### src/rtl/cacheline_adaptor_pkg.sv
// Shared types for the cacheline adaptor: FSM state encoding, beat geometry
// and the address-alignment helper.
package cla_types;

    localparam int CLA_BEAT_W = 64;
    localparam int CLA_BEATS  = 4;

    typedef logic [31:0] rv32i_word;

    typedef enum logic [1:0] {
        IDLE  = 2'd0,
        READ  = 2'd1,
        WRITE = 2'd2,
        DONE  = 2'd3
    } cla_state_t;

    // Clears the byte-offset bits so memory always sees a line-aligned address.
    function automatic rv32i_word cla_align(input rv32i_word addr, input int offset_w);
        return addr & ~((32'd1 << offset_w) - 32'd1);
    endfunction

endpackage

### src/rtl/cacheline_adaptor.sv
// Bridges a 256-bit cacheline port to a 64-bit, 4-beat burst memory.
// Optional performance counters are built when CACHELINE_ADAPTOR_PERF_EN is defined.
module cacheline_adaptor
    import cla_types::*;
#(
    parameter int BEAT_W = CLA_BEAT_W,
    parameter int BEATS  = CLA_BEATS
) (
    input  logic                      clk,
    input  logic                      rst,
    input  logic [BEAT_W*BEATS-1:0]   line_i,
    output logic [BEAT_W*BEATS-1:0]   line_o,
    input  rv32i_word                 address_i,
    input  logic                      read_i,
    input  logic                      write_i,
    output logic                      resp_o,
    input  logic [BEAT_W-1:0]         burst_i,
    output logic [BEAT_W-1:0]         burst_o,
    output rv32i_word                 address_o,
    output logic                      read_o,
    output logic                      write_o,
    input  logic                      resp_i
`ifdef CACHELINE_ADAPTOR_PERF_EN
    ,
    output logic [31:0]               rd_lines_o,
    output logic [31:0]               wr_lines_o,
    output logic [31:0]               stall_cycles_o
`endif
);

    localparam int LINE_W     = BEAT_W * BEATS;
    localparam int OFFSET_W   = $clog2(LINE_W / 8);
    localparam int BEAT_CNT_W = (BEATS > 1) ? $clog2(BEATS) : 1;
    localparam int LSB_W      = $clog2(LINE_W);
    localparam logic [BEAT_CNT_W-1:0] LAST_BEAT = BEAT_CNT_W'(BEATS - 1);

    cla_state_t              state_r;
    logic [BEAT_CNT_W-1:0]   beat_r;
    logic [LINE_W-1:0]       line_buf_r;
    rv32i_word               addr_r;
    logic [BEAT_W-1:0]       burst_r;
    logic                    read_r;
    logic                    write_r;
    logic                    resp_r;

    logic [BEAT_CNT_W-1:0]   beat_next_s;
    logic                    last_beat_s;
    logic [LSB_W-1:0]        cur_lsb_s;
    logic [LSB_W-1:0]        nxt_lsb_s;

    // Beat bookkeeping: next count and bit offsets of the current/next beat.
    always_comb begin
        beat_next_s = beat_r + BEAT_CNT_W'(1);
        last_beat_s = (beat_r == LAST_BEAT);
        cur_lsb_s   = LSB_W'(beat_r) * LSB_W'(BEAT_W);
        nxt_lsb_s   = LSB_W'(beat_next_s) * LSB_W'(BEAT_W);
    end

    // Line-transfer FSM; every memory/arbiter-facing control is a register.
    always_ff @(posedge clk) begin
        if (rst) begin
            state_r    <= IDLE;
            beat_r     <= '0;
            line_buf_r <= '0;
            addr_r     <= 32'd0;
            burst_r    <= '0;
            read_r     <= 1'b0;
            write_r    <= 1'b0;
            resp_r     <= 1'b0;
        end else begin
            case (state_r)
                IDLE: begin
                    resp_r <= 1'b0;
                    // A write wins over a simultaneous read.
                    if (write_i) begin
                        line_buf_r <= line_i;
                        addr_r     <= cla_align(address_i, OFFSET_W);
                        beat_r     <= '0;
                        burst_r    <= line_i[BEAT_W-1:0];
                        write_r    <= 1'b1;
                        state_r    <= WRITE;
                    end else if (read_i) begin
                        addr_r  <= cla_align(address_i, OFFSET_W);
                        beat_r  <= '0;
                        read_r  <= 1'b1;
                        state_r <= READ;
                    end
                end
                READ: begin
                    if (resp_i) begin
                        line_buf_r[cur_lsb_s +: BEAT_W] <= burst_i;
                        beat_r <= beat_next_s;
                        if (last_beat_s) begin
                            read_r  <= 1'b0;
                            resp_r  <= 1'b1;
                            state_r <= DONE;
                        end
                    end
                end
                WRITE: begin
                    if (resp_i) begin
                        beat_r  <= beat_next_s;
                        burst_r <= line_buf_r[nxt_lsb_s +: BEAT_W];
                        if (last_beat_s) begin
                            write_r <= 1'b0;
                            resp_r  <= 1'b1;
                            state_r <= DONE;
                        end
                    end
                end
                DONE: begin
                    resp_r  <= 1'b0;
                    state_r <= IDLE;
                end
                default: begin
                    beat_r  <= '0;
                    read_r  <= 1'b0;
                    write_r <= 1'b0;
                    resp_r  <= 1'b0;
                    state_r <= IDLE;
                end
            endcase
        end
    end

    assign line_o    = line_buf_r;
    assign burst_o   = burst_r;
    assign address_o = addr_r;
    assign read_o    = read_r;
    assign write_o   = write_r;
    assign resp_o    = resp_r;

`ifdef CACHELINE_ADAPTOR_PERF_EN
    logic [31:0] rd_lines_r;
    logic [31:0] wr_lines_r;
    logic [31:0] stall_cycles_r;

    // Saturating line and stall counters; line counts bump on the DONE-entry edge.
    always_ff @(posedge clk) begin
        if (rst) begin
            rd_lines_r     <= 32'd0;
            wr_lines_r     <= 32'd0;
            stall_cycles_r <= 32'd0;
        end else begin
            if ((state_r == READ) && resp_i && last_beat_s && (rd_lines_r != 32'hFFFF_FFFF)) begin
                rd_lines_r <= rd_lines_r + 32'd1;
            end
            if ((state_r == WRITE) && resp_i && last_beat_s && (wr_lines_r != 32'hFFFF_FFFF)) begin
                wr_lines_r <= wr_lines_r + 32'd1;
            end
            if (((state_r == READ) || (state_r == WRITE)) && !resp_i &&
                (stall_cycles_r != 32'hFFFF_FFFF)) begin
                stall_cycles_r <= stall_cycles_r + 32'd1;
            end
        end
    end

    assign rd_lines_o     = rd_lines_r;
    assign wr_lines_o     = wr_lines_r;
    assign stall_cycles_o = stall_cycles_r;
`else
    // Without the perf build the adaptor carries no counter state.
`endif

endmodule

### config.mk
export PLATFORM = sky130hd
export DESIGN_NAME = cacheline_adaptor
export DESIGN_NICKNAME = d
export VERILOG_FILES = /design/src/rtl/cacheline_adaptor_pkg.sv /design/src/rtl/cacheline_adaptor.sv
export SDC_FILE = /design/constraint.sdc
export NUM_CORES = 1
export LEC_CHECK = 0
export ABC_AREA = 1
export ABC_CLOCK_PERIOD_IN_PS = 2300
export CAP_MARGIN = 20
export CORE_AREA = 2 2 281 283
export DETAILED_ROUTE_END_ITERATION = 8
export DIE_AREA = 0 0 283 285
export PLACE_DENSITY_LB_ADDON = 0.15
export SLEW_MARGIN = 25
export SYNTH_ARGS = -nofsm -noshare
export SYNTH_HDL_FRONTEND = slang
export SYNTH_SLANG_ARGS = --single-unit
### constraint.sdc
create_clock -name clk -period 2.3 [get_ports clk]
set_input_delay 0.46 -clock clk [delete_from_list [all_inputs] [get_ports clk]]
set_output_delay 0.46 -clock clk [all_outputs]
set_load 0.01 [all_outputs]
==> results of run 1 <==
power breakdown:
group | leakage, nW | total [W] | internal, W | switching [W]
combinational | 10.8 | 0.0269 | 0.0110 | 0.0159
sequential | 2.93 | 0.0119 | 0.00924 | 0.00265
clock | 0.749 | 0.00733 | 0.00436 | 0.00298
total | 14.5 | 0.0461 | 0.0246 | 0.0215
layout make-up:
cell class	instances	area, um2
fillers	8590	46800
multi-input cells	2845	11600
repair buffers	778	8130
flip-flops and latches	354	7090
inverters	399	1520
clock buffers	74	1480
well taps	1050	1310
clock inverters	5	25.0
diodes	8	20.0
final timing paths:
kind | endpoint | slack [ps]
worst max-delay path | line_o[113] | 210
worst min-delay path | resp_o | 460
worst max register to register | line_o[147] | 270
worst min register to register | resp_o | 460
Yosys cell counts:
cell type	instances	area, um2
nand2_1	1441	5410
nor2_1	829	3110
inv_1	397	1490
nand3_1	391	1960
dfxtp_1	354	7090
buf_2	179	896
a21oi_1	68	340
clkbuf_1	67	251
o21ai_1	47	235
o21ai_0	45	225
buf_1	14	52.6
buf_4	8	60.1
ha_1	8	100
nand2_2	3	18.8
nor2_4	2	22.5
a31oi_1	1	6.26
clkinv_1	1	3.75
conb_1	1	3.75
inv_2	1	3.75
nand3_2	1	10.0
nand4_1	1	6.26
nand4_2	1	12.5
nor2_2	1	6.26
or2_2	1	6.26
flip-flops by register name (all words and copies together), names as in the netlist:
signal / cells
write_o: 1
address_o: 27
beat_r: 2
read_o: 1
line_o: 256
resp_o: 1
burst_o: 64
state_r: 2
metrics by stage:
stage | hold slack (ps) | area (um2)
after floorplan | 470 | 21300
after global placement | 443 | 29700
after detailed placement | 447 | 29700
after CTS | 422 | 31200
after global routing | 447 | 31200
final | 459 | 31200
cell families (layout without fill, tap and decap cells):
kind of cell,Yosys count,after routing,synth area share
AND/OR/NAND/NOR,2671,2671,0.495
flip-flops,354,354,0.332
other,1,13,0.000176
buffers and inverters,667,1256,0.129
AO/OA/AOI/OAI,161,161,0.0379
adder cells (fa/ha/maj),8,8,0.00470
layer usage:
| metal | vias to the layer above | GRT usage | wire [um] |
|---|---|---|---|
| li1 | 12697 | - | - |
| met1 | 11490 | 0.326 | 45500 |
| met2 | 913 | 0.423 | 49800 |
| met4 | 10 | 0.0968 | 3820 |
| met5 | - | 0 | 58 |
| met3 | 182 | 0.0508 | 7220 |
==> results.md, run 1 <==
* Outcome: complete, no violations
* Fmax at between 400 and 500 MHz
* Most frequent cells in the layout: nand2_1, nor2_1, clkdlybuf4s50_1, inv_1, nand3_1
* Slew HR at 0.468
* Worst-margin pin slew at around 800 ps
* Share of layout cells above drive strength 1 at 0.0386
* Arrival time at the worst endpoint at about 1600 ps
* Worst reg2reg path startpoint: state_r[0]
* CTS Buffer Depth at 3
* Syn avg cell area at about 5.5 um2
* Vias in the first global route at 24203
* Kind of critical path: reg -> out
* Place WS at ~160 ps
* Die ar. at around 0.081 mm2
* Post-route setup slack at approximately 210 ps
* Pleak at approximately 14 nW
* CTS root buf: clkbuf_16
* CTS tree: done
* Antenna violations before repair at 14
* Worst hold path type: reg -> reg
* Routed Wire Length at between 100 and 150 mm
* Routed Antenna Nets at 0
* PwrDens at roughly 1500 mW/mm2
* Slowest stage cell, crit path: clkdlybuf4s50_1
* DRC at 0
* Die X-Extent at approximately 280 um
* Clk_skew at 8.59 ps
* Post-DP HPWL at 71.8 mm
* DR vias/cell at 4.59
* Pins Over Slew Limit at 0
* Core area at ~0.078 mm2
* Final Total Pwr at between 0.04 and 0.05 W
* Final Setup Violations at 0
* Final TNS setup at 0 ps
* Final period utilization at 0.909
* Worst skew pair latency at around 580 ps
* Hold Path Depth at 2
* I/O pin total at 712
* Startpoint Class: flop
* First-pass GRT wire length at roughly 160 mm
* Initial DRC count at between 1500 and 2000
* VDD IR-drop max at 1060 uV
* Post-cts resize count at 0
* Routed wire per std cell at about 19 um
* Post-synthesis cell type count at 24
* Crit. Startpoint: line_o[113]
* Seq cells post-synth at between 300 and 400
* Layout Cells excl Fill at 5513
* GRT Overall Usage at 0.255
* Post-layout util at 0.400
* Gpl congestion at between 0.8 and 0.9
* Clock sink total at 354
* Placed cells at 5426
* DR vias at between 20000 and 30000
* Buffers & Inverters on Critical Path at 1
* Total CTS buffers at 47
* Worst setup EP type: primary output
* Synth Cell Area at around 0.021 mm2
* Crit-path max cell delay at 690 ps
* Max_cap viols at 0
* DIE HEIGHT at ~290 um
* Ys Warns at 0
* CTS clk-pin slew, worst paths at 60 ps
* CP required at between 1500 and 2000 ps
* Final hold vios at 0
* Post-CTS Hold Buffers at 0
* CP max FO at 3
* Nets at ~4800
* Pre-antenna DRT Iters at 5
* Hold Crit Start: resp_o
* Tmin final at between 2000 and 2500 ps
* PortBufs at around 700
* GRT overflow at 0
* Post-CTS Setup Bufs at 0
* Initial core utilization at 0.273
* R2R cell count at 9
* Layout area overhead at 46.4%
* Core Rows at a little over 100
* Crit path max-delay family: buffers and inverters
* Largest net degree at the start of global routing at 130
* Commonest non-fill, non-tap cell in the layout: nand2_1
* Register area share after synthesis at 0.332
* Worst path cell trace: clkdlybuf4s50_1
* CP Depth at 1
* Gate count after technology mapping at 3862
* H-tree depth at 2
* RSZ-0062 raised after global routing: false
Power figures use the tool's default switching activity.
==> run 2, diff against run 1 <==
==> constraint.sdc (replaced) <==
create_clock -name clk -period 2.3 [get_ports clk]
set_input_delay 0.575 -clock clk [delete_from_list [all_inputs] [get_ports clk]]
set_output_delay 0.575 -clock clk [all_outputs]
set_load 0.01 [all_outputs]
==> run 2 against run 1 <==
Clock power up 4.2%; sequential share of layout area is 0.18 points lower; non-clock buffer count rose by 4; sequential cell count unchanged; routed wire length is 0.45% higher; global-route usage up 0.21 points; largest power group unchanged.
==> results.md, run 2 (synthesized netlist as in run 1, its figures left out) <==
* CP required at 1730 ps (was 1840 ps)
* DR vias/cell at 4.59 (about the same)
* Clock sink total at 354 (unchanged)
* Final Setup Violations at 0 (unchanged)
* CTS Buffer Depth at 3 (unchanged)
* R2R cell count at 10 (was 9)
* Buffers & Inverters on Critical Path at 1 (unchanged)
* Antenna violations before repair at 10 (was 14)
* Worst skew pair latency at 580 ps (about the same)
* Crit path max-delay family: buffers and inverters (unchanged)
* Worst hold path type: reg -> reg (unchanged)
* First-pass GRT wire length at 159 mm (was 158 mm)
* Routed Antenna Nets at 0 (unchanged)
* Tmin final at 2210 ps (was 2090 ps)
* Post-cts resize count at 0 (unchanged)
* Routed wire per std cell at 19.4 um (was 19.3 um)
* Max_cap viols at 0 (unchanged)
* Worst-margin pin slew at 808 ps (was 798 ps)
* Share of layout cells above drive strength 1 at 0.0399 (was 0.0386)
* Hold Path Depth at 2 (unchanged)
* DIE HEIGHT at 285 um (unchanged)
* Initial DRC count at 1930 (was 1829)
* VDD IR-drop max at 750 uV (was 1060 uV)
* Final hold vios at 0 (unchanged)
* Vias in the first global route at 24200 (was 24203)
* Worst r2r dst: line_o[37] (was line_o[147])
* CTS clk-pin slew, worst paths at 60 ps (about the same)
* Kind of critical path: reg -> out (unchanged)
* Core Rows at 103 (unchanged)
* Crit-path max cell delay at 690 ps (about the same)
* Layout area overhead at 47.5% (was 46.4%)
* Post-CTS Hold Buffers at 0 (unchanged)
* Startpoint Class: flop (unchanged)
* Arrival time at the worst endpoint at 1630 ps (about the same)
* Largest net degree at the start of global routing at 129 (was 130)
* Initial core utilization at 0.273 (unchanged)
* Gpl congestion at 0.853 (was 0.860)
* GRT Overall Usage at 0.257 (was 0.255)
* Commonest non-fill, non-tap cell in the layout: nand2_1 (unchanged)
* Hold_ws at 451 ps (was 459 ps)
* Slowest stage cell, crit path: clkdlybuf4s50_1 (unchanged)
* CTS tree: done (unchanged)
* Most frequent cells in the layout: nand2_1, nor2_1, clkdlybuf4s50_1, inv_1, nand3_1 (unchanged)
* Worst path cell trace: clkdlybuf4s50_1 (unchanged)
* Core area at 0.0780 mm2 (unchanged)
* I/O pin total at 712 (unchanged)
* RSZ-0062 raised after global routing: false (unchanged)
* CTS root buf: clkbuf_16 (unchanged)
* Fmax at 453 MHz (was 479 MHz)
* GRT overflow at 0 (unchanged)
* PwrDens at 1490 mW/mm2 (was 1480 mW/mm2)
* Worst setup EP type: primary output (unchanged)
* H-tree depth at 2 (unchanged)
* Die X-Extent at 283 um (unchanged)
* Routed Wire Length at 107 mm (was 106 mm)
* Hold Crit Start: resp_o (unchanged)
* Total CTS buffers at 47 (unchanged)
* Clk_skew at 11.9 ps (was 8.59 ps)
* Worst reg2reg path startpoint: state_r[0] (unchanged)
* Pre-antenna DRT Iters at 5 (unchanged)
* Pleak at 14.6 nW (was 14.5 nW)
* Slew HR at 0.461 (was 0.468)
* Worst R2R Setup Slack at 330 ps (was 270 ps)
* PortBufs at 701 (unchanged)
* Pins Over Slew Limit at 0 (unchanged)
* Max FFs per register at 256 (unchanged)
* Final Total Pwr at 0.0468 W (was 0.0461 W)
* Outcome: complete, no violations (unchanged)
* Endpoint, Worst Hold: resp_o (unchanged)
* Die ar. at 0.0807 mm2 (unchanged)
* DRC at 0 (unchanged)
* Final TNS setup at 0 ps (unchanged)
* Nets at 4794 (was 4790)
* CP max FO at 3 (unchanged)
* Final period utilization at 0.960 (was 0.909)
* Post-CTS Setup Bufs at 0 (unchanged)
* DR vias at 25300 (was 25292)
* Post-DP HPWL at 71.5 mm (was 71.8 mm)
run 2: worst register-to-register path, stage by stage, from the launching register on:
cell,delay (ps)
dfxtp_1,370
inv_1,120
ha_1,270
inv_1,100
nand2_1,110
nand2_4,200
nand3_4,130
buf_12,200
buf_12,180
nor2_1,130
nor2_1,50
run 2: worst max path at each step:
stage / cells after the start / slack (ps) / start / endpoint
floorplan: 13 / 140 / beat_r[0] / line_o[122]
global route: 1 / 40 / line_o[178] / line_o[178]
finish: 1 / 90 / line_o[113] / line_o[113]
global placement: 7 / 110 / write_i / line_o[179]
CTS: 1 / 40 / line_o[113] / line_o[113]
detailed placement: 8 / 90 / write_i / line_o[34]
run 2: final cells by class:
| cell class | instances | area (um2) |
|---|---|---|
| fill | 8501 | 46500 |
| clock inverter | 12 | 139 |
| timing repair buffer | 782 | 8340 |
| inverter | 399 | 1520 |
| multi-input combinational | 2845 | 11600 |
| sequential | 354 | 7090 |
| antenna | 4 | 10.0 |
| tap | 1050 | 1310 |
| clock buffer | 71 | 1420 |
run 2: per-stage QoR:
| step | utilization | instance area [um2] | setup WS, ps | cells |
|---|---|---|---|---|
| 3_5_place_dp | 0.383 | 29900 | 93.2 | 5430 |
| 6_report | 0.403 | 31500 | 92.8 | 5517 |
| 3_3_place_gp | 0.383 | 29900 | 112 | 5430 |
| 5_1_grt | 0.403 | 31500 | 40.4 | 5517 |
| 4_1_cts | 0.403 | 31400 | 40.1 | 5513 |
| 2_1_floorplan | - | 21300 | 141 | 3866 |
run 2: per-layer routing:
| metal | vias to the layer above | wire length (um) | track usage |
|---|---|---|---|
| met3 | 201 | 6920 | 0.0446 |
| met4 | 10 | 4060 | 0.0971 |
| met5 | - | 57 | 0 |
| met1 | 11468 | 46200 | 0.332 |
| li1 | 12711 | - | - |
| met2 | 910 | 49600 | 0.428 |
run 2: where the power goes:
part	internal (W)	switching (W)	total, W
clock	0.00456	0.00308	0.00764
combinational	0.0113	0.0160	0.0273
sequential	0.00923	0.00268	0.0119
total	0.0251	0.0217	0.0468
